`src/rtl/rib_ex_bridge.sv`:
```
// rib_ex_bridge: turns the core's single-cycle data-memory access into a
// registered valid/ready request with an rvalid response, stalling the core
// through hold_o until the response arrives or the timeout expires.
// Ports:
//   clk, rst (async, active-low)
//   core side : req_i, we_i, addr_i, wdata_i -> rdata_o, hold_o, err_o
//   slave side: m_valid_o, m_we_o, m_addr_o, m_wdata_o <- m_ready_i,
//               m_rvalid_i, m_rdata_i
module rib_ex_bridge #(
  parameter int TIMEOUT_CYCLES = 255,
  parameter int CNT_W = 8
) (
  input  logic        clk,
  input  logic        rst,
  input  logic        req_i,
  input  logic        we_i,
  input  logic [31:0] addr_i,
  input  logic [31:0] wdata_i,
  output logic [31:0] rdata_o,
  output logic        hold_o,
  output logic        err_o,
  output logic        m_valid_o,
  input  logic        m_ready_i,
  output logic        m_we_o,
  output logic [31:0] m_addr_o,
  output logic [31:0] m_wdata_o,
  input  logic        m_rvalid_i,
  input  logic [31:0] m_rdata_i
);
  typedef enum logic [1:0] {IDLE, REQ, RESP, DONE} state_t;
  state_t state;
  logic [CNT_W-1:0] cnt;
  logic [31:0] rdata_q;
  logic busy, got, expire;
  assign busy = state == REQ || state == RESP;
  // A response only counts once the request has been (or is being) accepted.
  assign got = m_rvalid_i && (state == RESP || (state == REQ && m_ready_i));
  // cnt holds cycles already spent in REQ/RESP; this cycle is the last one
  // allowed. A response arriving in that same cycle still wins.
  assign expire = TIMEOUT_CYCLES != 0 && busy && !got && cnt == CNT_W'(TIMEOUT_CYCLES - 1);
  assign hold_o = state == IDLE ? req_i : state != DONE;
  assign rdata_o = state == DONE ? rdata_q : 32'h0;
  always_ff @(posedge clk or negedge rst) begin
    if (!rst) begin
      state <= IDLE;
      cnt <= '0;
      rdata_q <= 32'h0;
      m_valid_o <= 1'b0;
      m_we_o <= 1'b0;
      m_addr_o <= 32'h0;
      m_wdata_o <= 32'h0;
      err_o <= 1'b0;
    end else begin
      err_o <= 1'b0;
      if (busy) cnt <= cnt + 1'b1;
      case (state)
        IDLE: if (req_i) begin
          state <= REQ;
          cnt <= '0;
          m_valid_o <= 1'b1;
          m_we_o <= we_i;
          m_addr_o <= addr_i;
          m_wdata_o <= wdata_i;
        end
        REQ, RESP: begin
          if (m_ready_i) m_valid_o <= 1'b0;
          if (got || expire) begin
            m_valid_o <= 1'b0;
            rdata_q <= got ? m_rdata_i : 32'h0;
            // A core that has withdrawn its request gets no DONE cycle and no error.
            err_o <= expire && req_i;
            state <= req_i ? DONE : IDLE;
          end else if (state == REQ && m_ready_i) state <= RESP;
        end
        default: state <= IDLE;
      endcase
    end
  end
endmodule

```
`config.mk`:
```
export PLATFORM = sky130hd
export DESIGN_NAME = rib_ex_bridge
export DESIGN_NICKNAME = d
export VERILOG_FILES = /design/src/rtl/rib_ex_bridge.sv
export SDC_FILE = /design/constraint.sdc
export NUM_CORES = 1
export LEC_CHECK = 0
export ABC_AREA = 1
export BUFFER_PORTS_ARGS = -buffer_cell sky130_fd_sc_hd__buf_2
export CORE_UTILIZATION = 44
export DETAILED_ROUTE_END_ITERATION = 6
export GPL_TIMING_DRIVEN = 1
export HOLD_SLACK_MARGIN = 0.03
export PLACE_DENSITY = 0.81
export SYNTH_ARGS = -nofsm -noshare
export SYNTH_HDL_FRONTEND = slang
export SYNTH_SLANG_ARGS = --single-unit
```
`constraint.sdc`:
```
create_clock -name clk -period 3.98 [get_ports clk]
set_clock_uncertainty 0.2 [all_clocks]
set_input_delay 0.796 -clock clk [delete_from_list [all_inputs] [get_ports clk]]
set_output_delay 0.796 -clock clk [all_outputs]
set_load 0.005 [all_outputs]
```
==> flow_summary.toml <==
[placed_design]
hpwl_mm = 7.618
place_congestion = 0.7374
dp_cells = 891
portBuffers = 201
dpl_cell_area_um2 = 5971

[yosys]
synth_top_area_cell = "dfrtp_1"
yosysMostFrequentCell = "nand2_1"
synth_nets = 680
syn_inst = 571
yosys_warnings = 0
synthArstFlopShare_pct = 100.0
syn_area_um2 = 4911
yosys_register_bits = 109
syn_avg_cell_area_um2 = 8.601
synthTopCellsByArea = "dfrtp_1 (56%), nand2_1 (22%), o21ai_2 (5.4%), nand2_2 (4.1%), inv_1 (3.2%)"
yosysUniqueCellTypes = 25
synth_ff_type = "dfrtp_1"
synth_edf_count = 0
ys_seq_area_share_pct = 55.54
yosys-top-cells-count = "nand2_1 (288), dfrtp_1 (109), inv_1 (42)"
synth_top_area_share_pct = 55.54

[global_route]
grt_use_total_pct = 20.06
grt_overflow_total = 0
grt_max_degree = 67
grt_pass1_wl_mm = 18.23
antenna_found_initial = 0
grt_pass1_vias = 3993

[power_and_ir_drop]
p_per_area_nw_per_um2 = 710.2
vdd_drop_max_uv = 363.3
p_leak_nw = 3.729

[finish]
stdcell_area_um2 = 6157
fillCellCount = 1023
drive_gt1_share_pct = 37.94
fin_cells = 907
area_growth_syn_to_layout_pct = 25.38
nets = 871
diodes = 0

[routing]
wl_mm = 10.81
ant_nets = 0
drtIter0Drc = 165
viasPerCell = 4.530
route.detailed.drc = 0
vias = 4109
firstDrtPassIters = 6
wl_per_cell_um = 11.91

[floorplanning]
die_y_um = 107.6
num_rows = 38
pin_count = 202
initial_core_util_pct = 45.30
core_um2 = 10840
fp.dieArea_um2 = 11590
dieWidth_um = 107.6

[clock_tree]
numCtsBuffers = 9
root_buffer = "clkbuf_8"
cts_max_level = 3
cts_hold_buffers = 0
clk_pin_slew_ns = 0.10
cts.sinks = 109
cts_buffer_depth = 2
clock_latency_ns = 0.36
cts_setup_buffers = 0
ctsResizeCount = 0
cts_tree = "done"

[setup_path]
rr_worst_depth = 10
rrSetupSlack_ns = 1.53
cp-end-kind = "output port"
crit_path_start_kind = "flop"
crit_type = "flop to output port"
rr_endpoint = "state[0]$_DFFE_PN0P_"
required_ns = 2.98
crit_fanout = 33
reg2reg_from = "state[0]$_DFFE_PN0P_"
critPathLaunch = "state[0]$_DFFE_PN0P_"
cp.arrival_ns = 2.00

[sta]
tns_ns = 0
hold_viol = 0
rsz0062_at_grt = "false"
timing.final.crit_share_pct = 75.22
fmax_ghz = 0.3340
tightestPinTransition_ns = 1.037
setup_viol = 0
min_period_ns = 2.994
drv_slew = 0
slew_headroom_pct = 30.85

[run]
max-cap-violations = 0

[worst_hold_path]
min_path_type = "input port to async pin"

[run_status]
status = "completed"
==> stage by stage <==
| step | utilization [%] | hold WS [ns] | total power [mW] | setup slack (ns) |
|---|---|---|---|---|
| after floorplan | - | 0.2534 | 3.130 | 1.592 |
| after global placement | 55.08 | 0.2519 | 3.728 | 1.441 |
| after detailed placement | 55.08 | 0.2595 | 3.797 | 1.306 |
| after CTS | 56.80 | 0.2251 | 4.440 | 0.8970 |
| after global routing | 56.80 | 0.2366 | 4.802 | 0.7564 |
| final | 56.80 | 0.2224 | 4.373 | 0.9861 |
==> worst max-delay path by stage <==
stage | cells past startpoint | slack (ns) | endpoint
floorplan | 4 | 1.59 | hold_o
global route | 4 | 0.76 | rdata_o[11]
CTS | 3 | 0.90 | hold_o
global placement | 3 | 1.44 | hold_o
detailed placement | 3 | 1.31 | hold_o
finish | 3 | 0.99 | hold_o
==> power breakdown <==
group          switching [mW]  total [mW]  leakage [nW]  internal [mW]
clock network           0.374       0.628        0.0916          0.253
logic                    1.10        1.84          2.27          0.746
registers               0.301        1.90          1.37           1.60
==> flip-flops by register name (all words and copies together) (netlist names) <==
signal and count:
m_we_o 1, err_o 1, rdata_q 32, cnt 8
m_wdata_o 32, state 2, m_addr_o 32, m_valid_o 1
==> metal layers <==
metal	vias up	part of all wire, %	GRT usage [%]
li1	2092	-	-
met4	0	0.86	5.382
met5	-	0	0
met3	5	7.6	5.690
met1	1862	45	25.56
met2	150	47	33.38
==> worst max-delay path, cell delays in order, from the launching register on <==
cell and delay [ns]:
dfrtp_1 0.42, ha_1 0.86, o21ai_0 0.18, buf_2 0.17
==> kinds of logic (layout without fill, tap and decap cells) <==
kind of cell / count (synthesis) / after routing / synth area share [%]
and+or+nand+nor: 339 / 339 / 28.38
DFF: 109 / 109 / 55.54
xor gates and xnor gates: 5 / 5 / 0.8917
adders and majority gates: 7 / 7 / 1.783
buffers and inverters: 71 / 267 / 6.930
AOI/OAI and AO/OA: 40 / 40 / 6.471
==> placed cells by master (no fill, tap or decap), types with 4 or more instances in the layout <==
| master | count |
|---|---|
| nand2_1 | 287 |
| inv_1 | 42 |
| nand2_2 | 33 |
| o21ai_2 | 30 |
| buf_2 | 200 |
| dfrtp_1 | 109 |
| nor2_1 | 8 |
| clkbuf_8 | 10 |
| o21ai_0 | 5 |
| nand3_1 | 5 |
| buf_4 | 8 |
| ha_1 | 7 |
| xor2_1 | 4 |
==> area by class of cell <==
cell class,count,area (um2),area share (%)
sequential,109,2728,44.30
multi-input combinational,391,1846,29.97
timing repair buffer,208,1061,17.23
tap,140,175.2,2.845
inverter,43,161.4,2.621
clock buffer,11,141.4,2.296
clock inverter,5,45.04,0.7316
No activity file was read; power rests on OpenSTA's default activity.
